<file path="src/rtl/beat_interval_averager.sv">
// Averages N_SAMPLES 8-bit beat intervals using an external 8-bit combinational
// adder, two byte-additions per sample, and emits the truncated window mean.
module beat_interval_averager #(
  parameter int N_SAMPLES = 4,
  parameter int SHIFT     = 2
) (
  input  logic        clk,
  input  logic        reset,
  input  logic        clear,
  input  logic        sample_valid,
  input  logic [7:0]  sample,
  output logic        sample_ready,
  output logic [7:0]  add_a,
  output logic [7:0]  add_b,
  output logic        add_ci,
  input  logic [7:0]  add_y,
  input  logic        add_c,
  output logic [15:0] sum,
  output logic [7:0]  avg,
  output logic        avg_valid
);

  typedef enum logic [1:0] {
    IDLE   = 2'd0,
    ADD_LO = 2'd1,
    ADD_HI = 2'd2,
    DONE   = 2'd3
  } state_t;

  localparam logic [4:0] LAST_CNT = 5'(N_SAMPLES - 1);

  state_t      state_q, state_d;
  logic [7:0]  samp_q, samp_d;
  logic [15:0] sum_q, sum_d;
  logic [4:0]  cnt_q, cnt_d;
  logic        cy_q, cy_d;
  logic [7:0]  avg_q, avg_d;

  // State register and datapath registers
  always_ff @(posedge clk) begin
    if (reset) begin
      state_q <= IDLE;
      samp_q  <= 8'd0;
      sum_q   <= 16'd0;
      cnt_q   <= 5'd0;
      cy_q    <= 1'b0;
      avg_q   <= 8'd0;
    end else begin
      state_q <= state_d;
      samp_q  <= samp_d;
      sum_q   <= sum_d;
      cnt_q   <= cnt_d;
      cy_q    <= cy_d;
      avg_q   <= avg_d;
    end
  end

  // Next-state, datapath updates and adder operand selection
  always_comb begin
    state_d = state_q;
    samp_d  = samp_q;
    sum_d   = sum_q;
    cnt_d   = cnt_q;
    cy_d    = cy_q;
    avg_d   = avg_q;
    add_a   = 8'd0;
    add_b   = 8'd0;
    add_ci  = 1'b0;
    case (state_q)
      IDLE: begin
        if (sample_valid) begin
          samp_d  = sample;
          state_d = ADD_LO;
        end else begin
          state_d = IDLE;
        end
      end
      ADD_LO: begin
        add_a       = sum_q[7:0];
        add_b       = samp_q;
        sum_d[7:0]  = add_y;
        cy_d        = add_c;
        state_d     = ADD_HI;
      end
      ADD_HI: begin
        add_a  = sum_q[15:8];
        add_ci = cy_q;
        // The final window sum exists only on the adder output this cycle
        if (cnt_q == LAST_CNT) begin
          avg_d   = 8'({add_y, sum_q[7:0]} >> SHIFT);
          sum_d   = 16'd0;
          cnt_d   = 5'd0;
          state_d = DONE;
        end else begin
          sum_d[15:8] = add_y;
          cnt_d       = cnt_q + 5'd1;
          state_d     = IDLE;
        end
      end
      DONE: begin
        state_d = IDLE;
      end
      default: begin
        state_d = IDLE;
      end
    endcase
    if (clear) begin
      samp_d  = samp_q;
      sum_d   = 16'd0;
      cnt_d   = 5'd0;
      cy_d    = 1'b0;
      avg_d   = avg_q;
      state_d = IDLE;
    end else begin
      state_d = state_d;
    end
  end

  assign sample_ready = (state_q == IDLE);
  assign avg_valid    = (state_q == DONE);
  assign sum          = sum_q;
  assign avg          = avg_q;

endmodule

</file>
<file path="config.mk">
export PLATFORM = sky130hd
export DESIGN_NAME = beat_interval_averager
export DESIGN_NICKNAME = d
export VERILOG_FILES = /design/src/rtl/beat_interval_averager.sv
export SDC_FILE = /design/constraint.sdc
export NUM_CORES = 1
export LEC_CHECK = 0
export CAP_MARGIN = 25
export CORE_ASPECT_RATIO = 0.8
export CORE_MARGIN = 1.5
export CORE_UTILIZATION = 45
export CTS_BUF_LIST = sky130_fd_sc_hd__clkbuf_16
export DETAILED_ROUTE_END_ITERATION = 8
export PLACE_DENSITY_LB_ADDON = 0.25
export SLEW_MARGIN = 20
export SYNTH_ARGS = -nofsm -noshare
export SYNTH_HDL_FRONTEND = slang
export SYNTH_SLANG_ARGS = --single-unit
</file>
<file path="constraint.sdc">
create_clock -name clk -period 2.1 [get_ports clk]
set_input_delay 0.315 -clock clk [delete_from_list [all_inputs] [get_ports clk]]
set_output_delay 0.315 -clock clk [all_outputs]
set_load 0.01 [all_outputs]
</file>
# Word level (Yosys, flattened, before mapping)
# Cells that the tools add are included.
# word_totals
wordCells	30
mem_bits_rw	0
regBits	40
input_bits	21
out_inout_bits	43
latch_bits	0
mem_bits_ro	0
mem_count	0
# op_classes
mul	0
n_reduce_logical	6
div	0
shift	0
addsub	1
n_eq_ne	5
bitwise_logic	1
n_lt_le_gt_ge	0
n_mux	10
# op_table
op	count
one-hot mux 8 bit (2 select lines)	2
two-way mux 8 bit	3
one-hot mux 2 bit (4 select lines)	1
AND reduction 3 bit	2
adder 5 x 1 -> 5 bit, second input constant	1
== test 5 x 2 -> 1 bit, second input constant	1
two-way mux 5 bit	1
== test 2 bit, second input constant	2
== test 2 x 1 -> 1 bit, second input constant	1
zero test 2 bit	1
two-way mux 1 bit	2
two-way mux 2 bit	1
inequality test 2 bit, second input constant	1
AND reduction 2 bit	1
nonzero test 2 bit	1
OR reduction 2 bit	1
inverter 1 bit	1

# Depth between registers and ports, before layout
# Gate-level depths: netlist (run 1).
# depth
depth_word	3
mapped_depth	7
depth_no_buf	5

# Least setup slack after synthesis (run 1)
# OpenSTA, ideal clock, no wires.
# synth_timing
path_type	register -> register
start	register cnt_q[0]
end	register state_q[0]
arrival_ps	1572
t_required_ps	2030
setup_time_ps	70
stages_incl_launch_ff	6
slack_ps	458
path_cell_list	dfxtp_1 -> ha_1 -> or4b_4 -> buf_6 -> or3_1 -> a21oi_1
# synth_between
elab_chain_len	3
# synth_lines
element	line	text
from (decl)	35	logic [4:0] cnt_q, cnt_d;
from (signal assigned)	52	cnt_q <= cnt_d;
== test 5 x 2 -> 1 bit	89	if (cnt_q == LAST_CNT) begin
two-way mux 2 bit	89	
one-hot mux 2 bit (4 select lines)	69	case (state_q)
to (signal assigned)	49	state_q <= state_d;
to (decl)	32	state_t state_q, state_d;
# Every way passes these cells.
# A chain may end at the register's enable or synchronous reset.

# Worst setup path after layout (run 1)
# layout_timing
start	register state_q[0]
end	output add_ci
# layout_between
elab_chain_len	2
# layout_lines
element	line	text
== test 2 bit	69	
two-way mux 1 bit	69	
to (decl)	15	output logic add_ci,
# Every way passes these cells.

==> reports/results.txt, run 1 <==
The run finished with clean final reports. By startpoint and endpoint, the worst setup path is classified as reg2out. Yosys mapped a number of flops with a built-in enable equal to 0.

Row generation in the floorplan step produced 20 rows. The die is 61.2 um tall. The share of synthesized area in the top cell type comes to 42.1%. The routed design uses 2.47 mm of met2 wire.

The net count after synthesis came out at 230. The classification of the worst-slack hold path was reg2reg. The tools report the count of antenna diodes in the layout as 0.

In the routed design, unresolved DRC markers number 0. The logs give 64 for the I/O pin total and 19 for the pin count of the biggest net entering global routing. The number of I/O port buffers is 63. In this run the deepest clock path goes through 2 buffers. Dividing the detail-routed wire length by the instance count gives 15.8 um. Summing over every cut layer, the via total after detailed routing is 1714.

Once the floorplan was initialized, standard cells occupied 48.4% of the core. The total global routing track utilization is 23.4%, and the clock sink total is 40. Headroom to the max-slew limit came out at 64.3%. The synthesized flop and latch total works out to 40.

The most used flip-flop cell after synthesis is sky130_fd_sc_hd__dfxtp_1. The met1 wire length came out at 2.40 mm. In the routed layout, each cell is associated on average with a via count of 5.24. The total overflow left after global routing is 0. The sum of routed wire length over all layers is 5.17 mm, and the register clock-pin slew on the reported worst setup and hold paths is 60 ps. The total area of multi-input combinational cells is 1060 um2, and the area occupied by registers is 806 um2. Setup violations remaining at the end of the flow were counted as 0. In the finished design, the share of the clock period the worst path needs comes to 94.0%.

For this design the ratio of total power to cell area is 580 nW/um2. Prior to clock tree synthesis, the placed netlist has a worst setup slack of 33.5 ps. The die is 75.7 um wide. The fraction of the yosys area taken by sequential cells was 42.1%. The met3 routed wirelength is 277 um.

The signed area change from the synthesized netlist to the final layout was 49.0%. TritonCTS built the clock tree. The core region is 3930 um2. The first-pass GRT wire length is 7.94 mm.

STA classifies the critical path startpoint as a register. Setup repair after global routing left no endpoint under its margin. In this run the worst path has a maximum fanout of 4. The die covers 4630 um2.

The clock insertion delay at the later pin of the skew report is 270 ps, and the share of final-layout standard cells stronger than drive strength 1 is 12.5%. For the worst setup path, the data required time is 1780 ps. The run gives 1578 as the via count of the first global-routing pass.

After the first detailed-routing iteration, the DRC count stood at 128. TritonCTS created 5 clock buffers. Warning count from the yosys run: 0.

STA classifies the critical path endpoint as an output port. Once detail routing completed, the nets flagged for antenna violations numbered 0. The run gives 0.493 mV as the worst-case vdd ir drop.

The number of max-slew violations in the final report is 0. Based on the critical path, the design can be clocked at up to 506 MHz. By area the synthesized netlist is led by sky130_fd_sc_hd__dfxtp_1, sky130_fd_sc_hd__mux2i_1, sky130_fd_sc_hd__nor2_1. At the worst endpoint, the arrival time is 1660 ps. Routability-driven placement finished with a final weighted congestion of 0.789. The worst clock skew came out at 4.44 ps. The cell accounting for the most synthesized area is sky130_fd_sc_hd__dfxtp_1.

The worst setup margin was 125 ps. The initial antenna violation count is 0. For the total count of hold-check failures in the final report, the log shows 0. The highest layer touched by signal routing is met4. In this run the clock root is driven by a sky130_fd_sc_hd__clkbuf_16. For the hold-fix buffer count after cts, the log shows 0. The post-route minimum period was 1970 ps; the total negative slack for setup checks was 0 ps. For the net total in the final layout, the log shows 299. Counting every instance in the synthesized netlist gives 203. For the pin with the worst max-slew slack, the measured transition is 534 ps.

The depth of the CTS H-tree was 2. The half-perimeter wire length after detailed placement is 3.48 mm, and the number of search-and-repair iterations in the first detailed-routing pass is 5. Yosys mapped the design onto 32 distinct sky130hd cell types.

The average instance in the mapped netlist occupies 9.37 um2. Max-cap violations in this run came to 0. The layout has 299 filler cells. Summed over all cells, the static leakage comes to 1.24 nW.

The area of the mapped netlist came out at 1900 um2. After synthesis, the share of flip-flops with an asynchronous set or reset is 0%.
## worst paths after layout
kind,start,to,slack [ps],cells after the start
hold reg to reg,avg[6],avg[6],480,2
setup / recovery,state_q[0],add_ci,130,4
setup reg to reg,cnt_q[0],cnt_q[3],220,5
hold / removal,avg[6],avg[6],480,2
## repair_timing
action                                  4_1_cts  5_1_grt
endpoints found under the setup margin       16       10
setup buffers                                 1        0
pin swaps                                     0        0
resized for setup                            18       11
## registers in the layout, indices dropped and copies added (netlist names)
| register | cells |
|---|---|
| avg | 8 |
| sum | 16 |
| cnt_q | 5 |
| cy_q | 1 |
| state_q | 2 |
| samp_q | 8 |
## synthesized netlist by cell type, types with 2 or more instances
library cell	number
sky130_fd_sc_hd__a22oi_1	8
sky130_fd_sc_hd__o31ai_1	8
sky130_fd_sc_hd__nand4b_1	8
sky130_fd_sc_hd__ha_1	6
sky130_fd_sc_hd__inv_1	3
sky130_fd_sc_hd__nor2_1	22
sky130_fd_sc_hd__nand2_1	13
sky130_fd_sc_hd__dfxtp_1	40
sky130_fd_sc_hd__nor2b_1	8
sky130_fd_sc_hd__buf_2	3
sky130_fd_sc_hd__a21oi_1	13
sky130_fd_sc_hd__mux2i_1	24
sky130_fd_sc_hd__buf_1	2
sky130_fd_sc_hd__nand4_1	2
sky130_fd_sc_hd__nand3b_1	9
sky130_fd_sc_hd__xor2_1	2
sky130_fd_sc_hd__clkbuf_1	9
sky130_fd_sc_hd__and2_1	9
## per-stage QoR
stage | area (um2) | instances | hold slack, ps | utilization (%) | power, mW
after global placement | 2630 | 319 | 458 | 67.0 | 0.938
after CTS | 2810 | 327 | 482 | 71.5 | 1.64
after global routing | 2840 | 327 | 509 | 72.2 | 1.70
after detailed placement | 2630 | 319 | 474 | 67.0 | 0.940
after floorplan | 1900 | 203 | 450 | - | 0.863
final | 2840 | 327 | 478 | 72.2 | 1.64
## cells in the final DEF, fill, tap and decap left out, types with 2 or more instances in the layout
master                            instances
sky130_fd_sc_hd__a22oi_1                  8
sky130_fd_sc_hd__buf_4                   14
sky130_fd_sc_hd__o31ai_1                  8
sky130_fd_sc_hd__clkbuf_16                5
sky130_fd_sc_hd__nand2_1                 13
sky130_fd_sc_hd__nor2b_1                  8
sky130_fd_sc_hd__mux2i_1                 24
sky130_fd_sc_hd__ha_4                     3
sky130_fd_sc_hd__dfxtp_1                 38
sky130_fd_sc_hd__inv_2                    2
sky130_fd_sc_hd__dlymetal6s2s_1          10
sky130_fd_sc_hd__nand4b_1                 8
sky130_fd_sc_hd__nor2_1                  22
sky130_fd_sc_hd__and2_1                   9
sky130_fd_sc_hd__a21oi_1                 13
sky130_fd_sc_hd__inv_1                    2
sky130_fd_sc_hd__nand4_1                  2
sky130_fd_sc_hd__clkdlybuf4s50_1         47
sky130_fd_sc_hd__ha_1                     2
sky130_fd_sc_hd__xor2_1                   2
sky130_fd_sc_hd__dlygate4sd2_1            6
sky130_fd_sc_hd__nand3b_1                 9
## power by group
| part | total (mW) | leakage (nW) | internal, mW | switching (mW) |
|---|---|---|---|---|
| Sequential | 0.778 | 0.325 | 0.770 | 0.00846 |
| Clock | 0.712 | 0.0709 | 0.427 | 0.285 |
| Combinational | 0.154 | 0.845 | 0.0847 | 0.0692 |
| Total | 1.64 | 1.24 | 1.28 | 0.363 |
## cell type report
type,instances,area share (%)
tap,55,2.43
inverter,3,0.397
timing repair buffer,77,26.6
clock buffer,5,4.41
multi-input combinational,145,37.5
clock inverter,2,0.309
sequential,40,28.4
## metal layers
metal / up-vias / global-route usage, %
li1: 847 / -
met4: 0 / 5.87
met2: 56 / 39.2
met5: - / 0
met3: 2 / 5.24
met1: 809 / 31.0
## kinds of logic after synthesis
logic type / Yosys count / share of synthesized area (%)
simple gates: 80 / 24.7
flops: 40 / 42.1
compound gates: 31 / 10.5
mux: 25 / 13.3
buf+inv: 18 / 4.14
fa+ha+maj: 6 / 3.94
xor+xnor: 3 / 1.38
## worst max-delay path, stage by stage, from the launching register on
cell and delay (ps):
sky130_fd_sc_hd__dfxtp_2 350, sky130_fd_sc_hd__inv_2 130, sky130_fd_sc_hd__ha_2 250, sky130_fd_sc_hd__and2_1 130, sky130_fd_sc_hd__clkdlybuf4s50_1 520
Note: power is estimated with default switching activity, not from simulation.
==> inputs of run 2 (changes only) <==
--- a/config.mk
+++ b/config.mk
@@ -11,6 +11,7 @@
 export CORE_UTILIZATION = 45
 export CTS_BUF_LIST = sky130_fd_sc_hd__clkbuf_16
 export DETAILED_ROUTE_END_ITERATION = 8
+export GPL_TIMING_DRIVEN = 0
 export PLACE_DENSITY_LB_ADDON = 0.25
 export SLEW_MARGIN = 20
 export SYNTH_ARGS = -nofsm -noshare
==> run 2 against run 1 <==
Compared with the run above: combinational power decreased by 7%; global-route usage is 1.1 points lower; first-iteration DRC count down 17%; maximum frequency rose by 1.3%; wire length fell by 8.0%; register-to-register slack improved by 50 ps; clock power is 1% lower; cell count shrank 0.31%; power is 1.3% lower; via count is 0.35% higher; largest cell class unchanged.
==> reports/results.txt, run 2 (synthesis results as in run 1) <==
The flow ran to the end, and the final reports show no timing, DRC or antenna violations. IR analysis of the VDD net gives a maximum drop of 0.468 mV. In this run switching power makes up 21.6% of total power. The met1 wire length is 2.26 mm. Setup repair after global routing left no endpoint under its margin.

The number of max-slew violations in the final report came out at 0. Overall power consumption after layout is estimated at 1.62 mW. The highest layer touched by signal routing is met4. Measured along the x axis, the die boundary spans 75.7 um.

Of the total power, the clock network draws 43.3%. Sum of routed wire length over all layers: 4.76 mm. No sink is reached through more buffers than the 2 on the longest clock path. The met3 routed wirelength was 232 um.

For this run, the slowest stage of the critical path takes 340 ps. Remaining global-route overflow: 0. The worst setup path is of the reg2out kind. For this block, the via count after detailed routing is 1720. STA classifies the critical path endpoint as an output port. The pre-antenna-repair detailed-routing pass consisted of 4 iterations. The leading cell type in the layout, fill and taps excluded is sky130_fd_sc_hd__clkdlybuf4s50_1.

The via count of the first global-routing pass came out at 1555. Register clock-pin slew on the reported worst setup and hold paths: 50 ps. Routability-driven placement finished with a final weighted congestion of 0.774.

The number of antenna diodes in the final layout is 0. Sequential cells burn 47.9% of the power. In the layout the commonest cells are sky130_fd_sc_hd__clkdlybuf4s50_1, sky130_fd_sc_hd__dfxtp_1, sky130_fd_sc_hd__mux2i_1, sky130_fd_sc_hd__nor2_1. The logs give 64 for the I/O pin total and 4630 um2 for the die area. The number of clock buffers added by TritonCTS is 5.

The logs give 48.4% for the initial standard-cell utilization of the core and 0 ps for the total negative slack for setup checks. In this design, the largest share of critical-path delay is due to buffers and inverters. The run gives 1.27 mW as the total internal power. The worst slew margin relative to its limit came out at 51.8%. The vertical die dimension was 61.2 um; the leakage power figure was 1.18 nW. Detailed routing placed a total of 2.21 mm of wire on met2. The ratio of total power to cell area was 582 nW/um2; the actual transition at the worst max-transition pin was 723 ps. The tool flagged a number of max-cap violations equal to 0. The register with the most flip-flops in the layout has 16 of them.

Data required time at the worst endpoint: 1780 ps. After legalization and detailed placement, the total HPWL measured 3.44 mm. The tightest min-delay check is of the in2reg type. TritonCTS built the clock tree. From synthesis to final layout, the design area changed by 46.7%. The first-pass GRT wire length was 7.62 mm; the net total in the final layout was 298. The tools report the total count of hold-check failures in the final report as 0.

STA puts the critical path data arrival time at 1630 ps. The post-route minimum period was 1950 ps. The kind of launch point of the worst setup path was a register. The worst hold slack after final layout came out at 408 ps. The critical path contains buffers and inverters numbering 3 combined. The count of buffers added on input and output ports is 61.

Entering global routing, the biggest net connects 12 pins. Per report_power, the combinational group accounts for 8.8% of the total. Cells with a size suffix above 1 make up 9.96% of the layout. The total DRC errors in the routed layout is 0, and the initial antenna violation count is 0.

On the critical path, the stage with the largest delay is an instance of sky130_fd_sc_hd__dfxtp_2. After clock tree synthesis, the setup repair step added 0 buffers. The count of standard-cell rows was 20. For the worst-skew pair, the clock arrives at the later sink with an insertion delay of 280 ps. In the final routed layout, each cell accounts on average for 14.6 um. The final period utilization was 92.9%. Based on the critical path, the design can be clocked at up to 513 MHz. The hold-fix buffer count after cts was 0.

Once detail routing completed, the nets flagged for antenna violations numbered 0. In this run the power spent charging and discharging nets is 350 uW. The worst clock skew is 4.38 ps, and the depth of the CTS H-tree is 2. The signal on the critical path passes through inv_2 > ha_4 > clkbuf_4 > a22oi_1 > nor2b_1 > dlygate4sd2_1.

The number of gates resized after CTS was 32. The number of vias per cell after detailed routing is 5.28. In this run, the number of DRC markers left after iteration 0 of detailed routing was 106. The setup-violating endpoint count in the final report was 0; the maximum fanout encountered on the critical timing path was 10. Clock sink total: 40.

For the area of the core, the log shows 3930 um2. Cell at the root of the clock tree: sky130_fd_sc_hd__clkbuf_16. The tools report the total global routing track utilization as 22.3%.
run 2: cell count changes in the layout (fill, tap and decap cells not counted), sizes merged:
cell	before	now
clkdlybuf4s50	47	44
dlygate4sd2	6	10
clkbuf	5	14
dlymetal6s2s	10	7
buf	14	6
run 2: stage by stage:
step	instances	utilization [%]	instance area [um2]	worst slack, ps
CTS	326	70.5	2770	15.9
global placement	319	65.7	2580	-149
detailed placement	319	65.7	2580	-151
finish	326	71.1	2790	150
global route	326	71.1	2790	62.0
floorplan	203	-	1900	458
run 2: cell type report:
type	instances	area, um2
Buffer	15	105
Clock buffer	5	125
Clock inverter	2	8.76
Fill cell	325	1140
Inverter	3	11.3
Multi-Input combinational cell	145	1050
Sequential cell	40	806
Tap cell	55	68.8
Timing Repair Buffer	61	616
run 2: worst register-to-register path, cell delays in order, from the launching register on:
cell	delay, ps
sky130_fd_sc_hd__dfxtp_2	340
sky130_fd_sc_hd__inv_2	120
sky130_fd_sc_hd__ha_1	180
sky130_fd_sc_hd__buf_6	150
sky130_fd_sc_hd__buf_1	570
sky130_fd_sc_hd__a21oi_1	100
sky130_fd_sc_hd__o31a_1	260
run 2: path summary, 6_finish.rpt:
kind | start | end | slack [ps] | cells after the start
setup / recovery | state_q[0] | add_a[4] | 150 | 6
hold / removal | reset | avg[3] | 410 | 2
setup reg to reg | state_q[0] | sum[0] | 270 | 6
hold reg to reg | avg[2] | avg[2] | 470 | 2
run 2: routing by layer:
layer | global-route usage [%] | vias up
li1 | - | 854
met1 | 30.9 | 816
met2 | 34.3 | 45
met3 | 6.38 | 5
met4 | 6.12 | 0
met5 | 0 | -
run 2: power groups by stage:
stage | registers, mW | clock network [mW] | logic [mW]
floorplan | 0.794 | 0 | 0.0686
global placement | 0.795 | 0 | 0.134
detailed placement | 0.795 | 0 | 0.135
CTS | 0.778 | 0.717 | 0.144
global route | 0.779 | 0.753 | 0.155
finish | 0.778 | 0.703 | 0.143
==> inputs of run 3 (changes only) <==
--- a/config.mk
+++ b/config.mk
@@ -5,12 +5,14 @@
 export SDC_FILE = /design/constraint.sdc
 export NUM_CORES = 1
 export LEC_CHECK = 0
+export ABC_AREA = 1
 export CAP_MARGIN = 25
 export CORE_ASPECT_RATIO = 0.8
 export CORE_MARGIN = 1.5
-export CORE_UTILIZATION = 45
+export CORE_UTILIZATION = 62
 export CTS_BUF_LIST = sky130_fd_sc_hd__clkbuf_16
 export DETAILED_ROUTE_END_ITERATION = 8
+export DONT_BUFFER_PORTS = 1
 export GPL_TIMING_DRIVEN = 0
 export PLACE_DENSITY_LB_ADDON = 0.25
 export SLEW_MARGIN = 20
==> run 3 against run 2 <==
Compared with the run above: area after synthesis shrank 0.53%; global-route usage rose by 4.9 points; via count down 2.0%; wire length decreased by 11%; cell count down 2.1%; maximum frequency shrank 0.64%; critical endpoint is now add_a[5]; clock skew is essentially flat; hold slack got worse by 240 ps; non-clock buffer count fell by 65.
==> reports/results.txt, run 3 <==
The tools report the startpoint of the most critical setup path as state_q[0]. The fraction of the yosys area taken by sequential cells is 42.3%. The register with the most flip-flops in the layout has 16 of them. The floorplan step set the die height to 52.4 um. The final layout contains 307 nets.

At the later pin of the worst-skew pair, clock insertion delay measures 280 ps. The kind of launch point of the worst setup path was a register. The fraction of power spent switching nets was 21.1%.

Once detail routing completed, the nets flagged for antenna violations numbered 0. Count of antenna diodes in the layout: 0. The finished cells cover 2100 um2. The logs give 0.536 mV for the worst-case vdd ir drop and 5.4% for the combinational cell fraction of total power. In the final layout, the multi-input gates occupy 887 um2. In this run the register-to-register setup slack is 380 ps.

The average cell area after synthesis came out at 6.88 um2. After synthesis, the most frequently instantiated cells are sky130_fd_sc_hd__nand2_1, sky130_fd_sc_hd__nor2_1, sky130_fd_sc_hd__dfxtp_1. Among all flip-flop cells after synthesis, the most frequent one is sky130_fd_sc_hd__dfxtp_1. The tightest min-delay check is of the in2reg type. For the area of the core, the log shows 2830 um2. For this design, the slowest cell found on the critical path is sky130_fd_sc_hd__ha_1.

In the final layout, the share of cells above drive strength 1 is 7.47%. For the worst setup path, the data arrival time is 1650 ps. The leakage power figure is 1.02 nW, and the post-route minimum period is 1960 ps. In this run the worst setup path terminates at add_a[5].

The total count of hold-check failures in the final report is 0, and the multiplexer share of the synthesized area is 1.06%. Initial antenna violation count: 0. In this run, flip-flops and latches consume 45.8% of the power.

The critical setup path kind is reg2out. The number of cells on the worst reg-to-reg path is 7. Total of fill cells in the finished design: 233. TritonCTS built the clock tree. Counting flops with a built-in enable in the synthesized netlist gives 0.

The worst setup margin came out at 138 ps. The number of nets in the synthesized netlist is 302. The tools report the terminus of the critical flop-to-flop path as samp_q[6].

The finished layout holds 319 standard cells, fillers aside. Dividing the detail-routed via count by the number of cells gives 5.29. Ranked by total cell area, the synthesized netlist is headed by sky130_fd_sc_hd__dfxtp_1, sky130_fd_sc_hd__nand2_1, sky130_fd_sc_hd__nor2_1.

The setup-violating endpoint count in the final report was 0. The top cell types in the final layout, fill and taps aside, are sky130_fd_sc_hd__nand2_1, sky130_fd_sc_hd__nor2_1, sky130_fd_sc_hd__dfxtp_1, sky130_fd_sc_hd__inv_1. Summing all placed instances gives a cell area of 1940 um2. The largest single stage delay on the critical path is 510 ps. After the first detailed-routing iteration, the DRC count stood at 108.

The dominant combinational cell family by area after synthesis was simple AND/OR/NAND/NOR gates. The logs give 234 ps for the worst-case setup slack after placement and 1.36 mW for the total internal power. The total DRC errors in the routed layout was 0.

The run finished with clean final reports. sky130_fd_sc_hd__dfxtp_1 takes more of the synthesized area than any other cell. The tools report the clock sink total as 40.

At the end of routability-driven placement, the weighted congestion stood at 0.864. Setup repair after global routing left no endpoint under its margin. Before antenna repair, the detailed router went through 4 iterations. The logs give 1890 um2 for the area of the mapped netlist and 63.7% for the worst slew margin relative to its limit.

The final critical path takes up 93.4% of the cycle. Power spread over the standard cell area amounts to 822 nW/um2. The tools report the area occupied by registers as 801 um2.

The width of the chip is 64.8 um, and the clock power share is 48.8%. The tool flagged a number of max-cap violations equal to 0. The synthesized netlist devotes 3.97% of its cell area to adder and majority cells. The actual transition at the worst max-transition pin was 544 ps. The number of hold buffers added after CTS was 0. The clock arrives with 4.12 ps of skew. Deepest clock path buffer count: 2. After synthesis the netlist holds a flip-flop and latch count of 40. The startpoint identified for the worst register-to-register timing path is state_q[0]. The tools report the cell at the root of the clock tree as sky130_fd_sc_hd__clkbuf_16. The logs give 19 for the pin count of the biggest net entering global routing and 1780 ps for the data required time at the worst endpoint. For this configuration, the core starts out at a cell density of 66.9%.

The register clock-pin slew on the reported worst setup and hold paths came out at 60 ps. For the count of standard-cell rows, the log shows 17. The critical path goes through inv_1 > ha_1 > nand2_1 > a21oi_1. Summing the areas of all compound-gate instances in the mapped netlist gives 8.99% of the synthesized area. Derived from the worst setup path, the maximum achievable clock frequency is 510 MHz. For the total power consumption of the routed design, the log shows 1.72 mW. The number of placed instances, taps included, is 313. For the post-synthesis instance total, the log shows 275. The XOR/XNOR share of the synthesized area came out at 1.85%. The synthesized netlist devotes 31.0% of its cell area to simple gates. The end-of-flow core utilization came out at 74.2%. For this design the top-level I/O count stands at 64. The synthesized netlist contains 22 unique library cells. The first-pass GRT wire length is 6.87 mm. Summing over every cut layer, the via total after detailed routing is 1686. The top cell type by area accounts for 42.3% of the synthesized area. In the synthesized netlist the async set-or-reset flop fraction comes to 0%.

Clock tree synthesis inserted a total of 5 buffers. The routed wire length per instance works out to 13.3 um. The run gives 0 ps as the total negative slack for setup checks. Once detailed placement completed, the half-perimeter wirelength came to 3.02 mm. The die covers 3400 um2. Final hold analysis gives a worst-case slack of 167 ps. The via count of the first global-routing pass is 1507, and the maximum fanout encountered on the critical timing path is 15. The remaining global-route overflow came out at 0.

The area growth from synthesis to layout is 10.8%. The warning count from the yosys run came out at 0. In this run the number of H-tree levels came out at 2. The sum of routed wire length over all layers is 4.23 mm. The number of I/O port buffers works out to 0. In the global route stage, overall resource usage came out at 27.2%. The tools report the element type at the critical path end as an output port.

For the number of max-slew violations in the final report, the log shows 0. The net load switching power is 363 uW.
## run 3: changes by cell type in the layout (fill, tap and decap cells not counted), sizes merged, moves of 10 or more
cell / previous run / this run
clkdlybuf4s50: 44 / 0
dlygate4sd2: 10 / 0
inv: 4 / 35
mux2i: 25 / 2
nand2: 13 / 64
nor2: 22 / 65
o21ai: 1 / 17
## run 3: worst min path at each step
stage / to / cells after the start / slack [ps] / startpoint
floorplan: cy_q / 2 / 440 / cy_q
global placement: samp_q[6] / 2 / 450 / sample[6]
detailed placement: cy_q / 2 / 450 / cy_q
CTS: samp_q[3] / 2 / 170 / sample[3]
global route: samp_q[3] / 2 / 170 / sample[3]
finish: samp_q[2] / 2 / 170 / sample[2]
## run 3: critical path, delay by kind of cell (launching register included)
family	cells	cell delay [ps]
AND/OR/NAND/NOR	1	140
buffers and inverters	1	110
flip-flops	1	330
AO/OA/AOI/OAI	1	260
adder cells (fa/ha/maj)	1	510
## run 3: cell type report
class	count	area share [%]
Buffer	11	3.40
Clock buffer	5	5.96
Clock inverter	3	1.85
Sequential cell	40	38.2
Inverter	34	6.08
Multi-Input combinational cell	188	42.3
Tap cell	38	2.27
## run 3: kinds of logic after synthesis
group | Yosys count
adders and majority gates | 6
muxes | 2
and+or+nand+nor | 142
buffers and inverters | 47
xor gates and xnor gates | 4
DFF | 40
AOI/OAI and AO/OA | 34
## run 3: power groups by stage
stage,Sequential [mW],Combinational (mW),Clock [mW]
after CTS,0.790,0.0929,0.849
after global routing,0.792,0.106,0.876
after floorplan,0.803,0.0741,0
after detailed placement,0.807,0.0930,0
after global placement,0.806,0.0912,0
final,0.790,0.0930,0.841
## run 3: metal layers
metal	track usage [%]	vias up	part of all wire, %
met5	0	-	0
met4	13.8	0	1.9
met3	6.67	9	6.6
met2	43.1	64	47
met1	34.8	765	45
li1	-	848	-
## run 3: timing repair
item,4_1_cts,5_1_grt
gates resized for setup,1,0
setup buffers,0,0
setup endpoints to repair,8,0
